`src/rtl/submodulo_3.sv`:
```
// -----------------------------------------------------------------------------
// submodulo_3 : lamp-control FSM fed by the push-button classifier stage.
//
// Automatic mode: the lamp follows presence and turns off after AUTO_SHUTDOWN_T
// cycles without infrared. Manual mode: short presses toggle the lamp, and a
// long press switches between automatic and manual mode.
//
// Optional feature (macro MANUAL_TIMEOUT_EN): manual mode returns to
// automatic mode (lamp off) after MANUAL_RETURN_T cycles without a press.
// That parameter exists only when the macro is defined.
//
// Ports:
//   clk      in   system clock, rising edge
//   rst      in   synchronous active-high reset
//   A        in   long-press level (high while a long press is held)
//   B        in   short-press level (high while a press is debounced, not long)
//   infrared in   presence sensor, synchronous to clk, 1 = presence
//   L        out  lamp drive, 1 = on (registered)
//   D        out  mode indicator, 0 = automatic, 1 = manual (registered)
// -----------------------------------------------------------------------------
module submodulo_3 #(
    parameter int unsigned AUTO_SHUTDOWN_T = 30000
`ifdef MANUAL_TIMEOUT_EN
    ,
    parameter int unsigned MANUAL_RETURN_T = 600000
`endif
) (
    input  logic clk,
    input  logic rst,
    input  logic A,
    input  logic B,
    input  logic infrared,
    output logic L,
    output logic D
);

    localparam int unsigned TW = 32;
    localparam logic [TW-1:0] AUTO_LIMIT = TW'(AUTO_SHUTDOWN_T - 1);

    typedef enum logic [1:0] {
        AUTO_OFF = 2'd0,
        AUTO_ON  = 2'd1,
        MAN_OFF  = 2'd2,
        MAN_ON   = 2'd3
    } state_e;

    state_e          state_q, state_d;
    logic            a_q, b_q;
    logic [TW-1:0]   tc_q, tc_d;
    logic            l_q, d_q, l_d, d_d;
    logic            long_ev, short_ev;
    logic            man_timeout;

    // One event per press: rising edge of A, or falling edge of B that is not
    // the short-to-long handover (B drops while A rises in the same cycle).
    assign long_ev  = A & ~a_q;
    assign short_ev = b_q & ~B & ~A;

`ifdef MANUAL_TIMEOUT_EN
    localparam logic [TW-1:0] MAN_LIMIT = TW'(MANUAL_RETURN_T - 1);

    logic [TW-1:0] tm_q, tm_d;

    assign man_timeout = (tm_q >= MAN_LIMIT);

    // Manual inactivity counter: cleared outside manual mode, on state entry
    // and on every short press; saturates instead of wrapping.
    always_comb begin
        tm_d = tm_q;
        if (!state_q[1] || (state_d != state_q) || short_ev) begin
            tm_d = '0;
        end else if (tm_q != '1) begin
            tm_d = tm_q + TW'(1);
        end
    end

    always_ff @(posedge clk) begin
        if (rst) begin
            tm_q <= '0;
        end else begin
            tm_q <= tm_d;
        end
    end
`else
    assign man_timeout = 1'b0;
`endif

    // State, history, timer and output registers.
    always_ff @(posedge clk) begin
        if (rst) begin
            state_q <= AUTO_OFF;
            a_q     <= 1'b0;
            b_q     <= 1'b0;
            tc_q    <= '0;
            l_q     <= 1'b0;
            d_q     <= 1'b0;
        end else begin
            state_q <= state_d;
            a_q     <= A;
            b_q     <= B;
            tc_q    <= tc_d;
            l_q     <= l_d;
            d_q     <= d_d;
        end
    end

    // Next-state and timer update; priority long_ev > short_ev > infrared/timer.
    always_comb begin
        state_d = AUTO_OFF;
        tc_d    = (tc_q != '1) ? tc_q + TW'(1) : tc_q;
        case (state_q)
            AUTO_OFF: begin
                if (long_ev) begin
                    state_d = MAN_OFF;
                end else if (infrared) begin
                    state_d = AUTO_ON;
                end else begin
                    state_d = AUTO_OFF;
                end
            end
            AUTO_ON: begin
                if (long_ev) begin
                    state_d = MAN_ON;
                end else if (infrared) begin
                    state_d = AUTO_ON;
                    tc_d    = '0;
                end else if (tc_q >= AUTO_LIMIT) begin
                    state_d = AUTO_OFF;
                end else begin
                    state_d = AUTO_ON;
                end
            end
            MAN_OFF: begin
                if (long_ev) begin
                    state_d = AUTO_OFF;
                end else if (short_ev) begin
                    state_d = MAN_ON;
                end else if (man_timeout) begin
                    state_d = AUTO_OFF;
                end else begin
                    state_d = MAN_OFF;
                end
            end
            MAN_ON: begin
                if (long_ev) begin
                    state_d = AUTO_OFF;
                end else if (short_ev) begin
                    state_d = MAN_OFF;
                end else if (man_timeout) begin
                    state_d = AUTO_OFF;
                end else begin
                    state_d = MAN_ON;
                end
            end
            default: state_d = AUTO_OFF;
        endcase
        // Timer restarts on every state change.
        if (state_d != state_q) begin
            tc_d = '0;
        end
    end

    // Output decode from the next state so L/D update on the same edge.
    always_comb begin
        l_d = 1'b0;
        d_d = 1'b0;
        case (state_d)
            AUTO_ON: l_d = 1'b1;
            MAN_OFF: d_d = 1'b1;
            MAN_ON: begin
                l_d = 1'b1;
                d_d = 1'b1;
            end
            default: begin
                l_d = 1'b0;
                d_d = 1'b0;
            end
        endcase
    end

    assign L = l_q;
    assign D = d_q;

endmodule

```
`config.mk`:
```
export PLATFORM = sky130hd
export DESIGN_NAME = submodulo_3
export DESIGN_NICKNAME = d
export VERILOG_FILES = /design/src/rtl/submodulo_3.sv
export SDC_FILE = /design/constraint.sdc
export NUM_CORES = 1
export LEC_CHECK = 0
export CAP_MARGIN = 20
export CORE_AREA = 10 10 70 72
export CTS_BUF_LIST = sky130_fd_sc_hd__clkbuf_16
export DETAILED_ROUTE_END_ITERATION = 8
export DIE_AREA = 0 0 80 82
export PLACE_DENSITY = 0.69
export SLEW_MARGIN = 20
export SYNTH_ARGS = -nofsm -noshare
export SYNTH_HDL_FRONTEND = slang
export SYNTH_SLANG_ARGS = --single-unit
```
`constraint.sdc`:
```
create_clock -name clk -period 2.3 [get_ports clk]
set_input_delay 0.46 -clock clk [delete_from_list [all_inputs] [get_ports clk]]
set_output_delay 0.46 -clock clk [all_outputs]
set_load 0.05 [all_outputs]
```
After elaboration in Yosys (flattened, before gate mapping)
Cells that the tools add are included.

operators by class
  $add $sub $neg = 1
  magnitude comparators = 1
  equal/unequal tests = 8
  mux-type cells = 16
  bitwise operators = 6
  reduce and logical (&&, ||, !) cells = 4

operators with widths
  cell                                                   number
  2-to-1 mux 32 bit                                      4
  adder 32 x 1 -> 32 bit, second input constant          1
  >= comparator 32 x 15 -> 1 bit, second input constant  1
  inequality test 32 bit, second input constant          1
  == test 2 bit, second input constant                   4
  2-to-1 mux 2 bit                                       4
  case mux 2 bit (4 select lines)                        1
  2-to-1 mux 1 bit                                       7
  OR reduction 2 bit                                     3
  == test 2 x 1 -> 1 bit, second input constant          2
  bitwise AND 1 bit                                      3
  NOT 1 bit                                              3
  logical NOT 2 bit                                      1
  inequality test 2 bit                                  1

word-level totals
  flip-flop bits (word level) = 38
  output and inout port bits = 2
  logic and storage cells = 42

Logic depth before layout (Yosys ltp)
  depth in word-level cells = 9
  depth in mapped cells = 8

Worst setup path before layout
Ideal clock, no wire load.

  path type = flip-flop to flip-flop
  start point = register, netlist name L
  end point = register tc_q[4]
  library setup time = 0.064 ns
  arrival = 1.926 ns
  required time = 2.236 ns
  setup slack = 0.310 ns
  cell stages (with the launch flop) = 8
  path buffers = 1
  clock period less this slack = 1.990 ns
  path through = dfxtp_1 -> nor4bb_1 -> a21oi_1 -> o2bb2ai_1 -> mux2i_1 -> o311a_1 -> buf_6 -> nor2_1

RTL lines
  item                    line  source
  end signal: assignment  101   tc_q <= tc_d;
  end: declaration        49    logic [TW-1:0] tc_q, tc_d;

Worst setup path after layout
  start point = register tc_q[9]
  end point = register tc_q[27]

on the way
  cells in the longest elaborated chain, start to end = 7

RTL lines
  item                             line  source
  >= comparator 32 x 15 -> 1 bit   127   end else if (tc_q >= AUTO_LIMIT) begin
  2-to-1 mux 1 bit                 127
  2-to-1 mux 1 bit                 124   end else if (infrared) begin
  2-to-1 mux 2 bit                 122   if (long_ev) begin
  case mux 2 bit (4 select lines)  111   case (state_q)
  inequality test 2 bit            158   if (state_d != state_q) begin
  OR reduction 2 bit (no line)     --

Parallel ways exist; a longest one is shown, timed or not.
A chain may end at the register's enable or synchronous reset.

==> metrics <==
DRT iter0 DRCs=58; Reg2Reg Capture Point=tc_q[27]; postcts setup bufs=0; clk root buf=clkbuf_16; hold_ws=approximately 0.56 ns; CTS tree=done; maxcap violations=0; vias in the first global route=around 1500; Commonest cells post-synth=dfxtp_1, nor2_1, xor2_1; switching share of power=22.3%; DRC=0; port bufs=6; status=finished, final reports clean; clk_skew=between 0.003 and 0.004 ns; Slew HR=about 64%; Critical Path Slowest Stage Cell=or4_4; layout cells sized above 1=9.73%; final slew viol count=0; cell breakdown of the critical path=nand4_2, or4_4, a2111oi_4, nand4_1, xor2_1, nor2_1; HPWL after DPL=2.64 mm; antenna violations before repair=0; final cell count without fillers=274; Yosys warning count=0; GR Util met1=14.0%; cts hold-fix bufs=0; Synth Instances=between 200 and 250; Worst Setup Slack, final=between 0.15 and 0.2 ns; Synth area leaders=dfxtp_1, xor2_1, nor2_1; Cell Area, Synth=~0.0019 mm2; DP Worst Slack=-0.0112 ns; hold endpoint=tc_q[1]; clock network fraction of total power=about 45%; r2r setup slk=approximately 0.17 ns; worst hold stages=2; Post-DRT Antenna Nets=0; Worst path max stage delay=0.57 ns; clk sinks=37; Synth top area share=around two fifths; Initial Util=between 50% and 60%; GRT Total Usage=around an eighth; Peak supply drop=496 uV; PostCTS Resize Cnt=0; number of flops mapped to enable cells by yosys=0; r2r startpoint=tc_q[9]; GRT Residual Overflow=0; DR vias=between 1500 and 2000; gr busiest metal=met2; Worst R2R Path Depth=6; routed wire length=between 3 and 4 mm; Ports=7; Required @ worst endpoint=~2.5 ns; Area Overhead vs Synth=14.7%; GP Congestion=0.835; RSZ-0062 raised after global routing=false; Min-Delay Path Class=reg2reg; WS Path Type=reg2reg; Async S/R FF share, synth=0%; first-pass GRT wire length=around 6.4 mm; cell family with most CP delay=simple AND/OR/NAND/NOR gates; Final Critical Period=around 2.1 ns; prevailing post-synth register cell=dfxtp_1; static leakage=0.744 nW; Total Power=roughly 1.4 mW; CP endpoint kind=flop; combinational share of power=around 7.6%; DR vias/cell=roughly 5.5; Syn Area/Cell=slightly below 9 um2; Clock Tree Buf Depth=2; Fmax=470 MHz; DRT Pass-1 Iters=4; Worst setup SP type=flop; Slew @ Worst Pin=between 0.5 and 0.6 ns; wire per inst=about 13 um; worst path bufs/invs=0; CP max FO=7; final worst path period share=between 90% and 100%; Mapped Nets=between 200 and 250; Synth area leader=dfxtp_1; M3 GR Usage=3.71%; Core Region=between 0.003 and 0.004 mm2; CTS clock-pin slew for the worst setup and hold paths=0.05 ns; Global Route met2 Usage=about a fifth; largest net degree at the start of global routing=17; Die W=~80 um; register area share after synthesis=between 30% and 40%; row count=22; Switch Pwr=roughly 0.31 mW; Clock Latency Late Sink=between 0.2 and 0.3 ns; nets@finish=231; Hold Fails Final Rpt=0; hold path start=tc_q[1]; DIE HEIGHT=just over 80 um; Final Setup Violations=0; Critical Path AT=roughly 2.3 ns; die area=around 0.0066 mm2; count of state elements after synthesis=37; H-tree levels=2; Internal=1.09 mW; sequential power share=between 40% and 50%; pwr/cell area=between 600 and 700 mW/mm2; TritonCTS Buffers=5; placed cell count=between 200 and 300; n_diodes=0; post-synthesis cell type count=39
flip-flops by register name, indices dropped and copies added, names as in the netlist:
register  cells
tc_q         32
b_q           1
state_q       1
D             1
a_q           1
L             1
cell families after synthesis:
family	share of synthesized area, %
multiplexers	1.68
flip-flops	39.8
AND/OR/NAND/NOR	33.1
buffers and inverters	3.16
AO/OA/AOI/OAI	7.06
adder cells (fa/ha/maj)	0.672
XOR/XNOR	14.6
worst min-delay path: stages (launching register included):
cell and delay (ns):
dfxtp_1 0.33, mux2i_1 0.13, nor2_1 0.05
how the worst max path moves through the flow:
stage | start | endpoint | slack, ns | cells past startpoint
after CTS | tc_q[9] | tc_q[27] | 0.20 | 6
after floorplan | L | tc_q[4] | 0.31 | 7
after global routing | tc_q[1] | tc_q[5] | 0.03 | 8
after global placement | B | tc_q[18] | 0.06 | 8
final | tc_q[9] | tc_q[27] | 0.17 | 6
after detailed placement | B | tc_q[15] | -0.01 | 8
layout by cell type (no fill, tap or decap), drive strengths merged, types with 5 or more instances in the layout:
cell / netlist / final
dfxtp: 37 / 37
nor2: 37 / 37
xor2: 23 / 23
nand2: 15 / 15
nand4: 13 / 13
nand3: 12 / 12
nor3: 8 / 8
xnor2: 8 / 8
buf: 5 / 8
and4: 6 / 6
and3: 6 / 6
clkdlybuf4s50: 0 / 6
a21oi: 5 / 5
clkbuf: 2 / 5
nor4: 5 / 5
layer usage:
layer | vias up | part of all wire, %
li1 | 771 | -
met1 | 725 | 46
met2 | 14 | 49
met3 | 5 | 3.7
met4 | 0 | 1.2
met5 | - | 0
metrics by stage:
step           utilization [%]  TNS, ns  cell area [um2]
2_1_floorplan                -        0             1860
3_3_place_gp              55.6        0             1990
3_5_place_dp              55.6  -0.0213             1990
4_1_cts                   59.5        0             2130
5_1_grt                   59.7        0             2130
6_report                  59.7        0             2130
power groups by stage:
stage,Clock [mW],Combinational [mW],Sequential [mW]
final,0.630,0.107,0.667
after global routing,0.673,0.118,0.668
after CTS,0.644,0.108,0.666
after detailed placement,0,0.108,0.680
after global placement,0,0.104,0.679
after floorplan,0,0.0633,0.691
final cells by class:
type                    instances  area [um2]
flip-flops and latches         37         741
inverters                       2        7.51
clock buffers                   5         125
well taps                      48        60.1
clock inverters                 3        12.5
fillers                       325        1440
multi-input cells             165        1070
repair buffers                 14         120
Note: power is estimated with default switching activity, not from simulation.
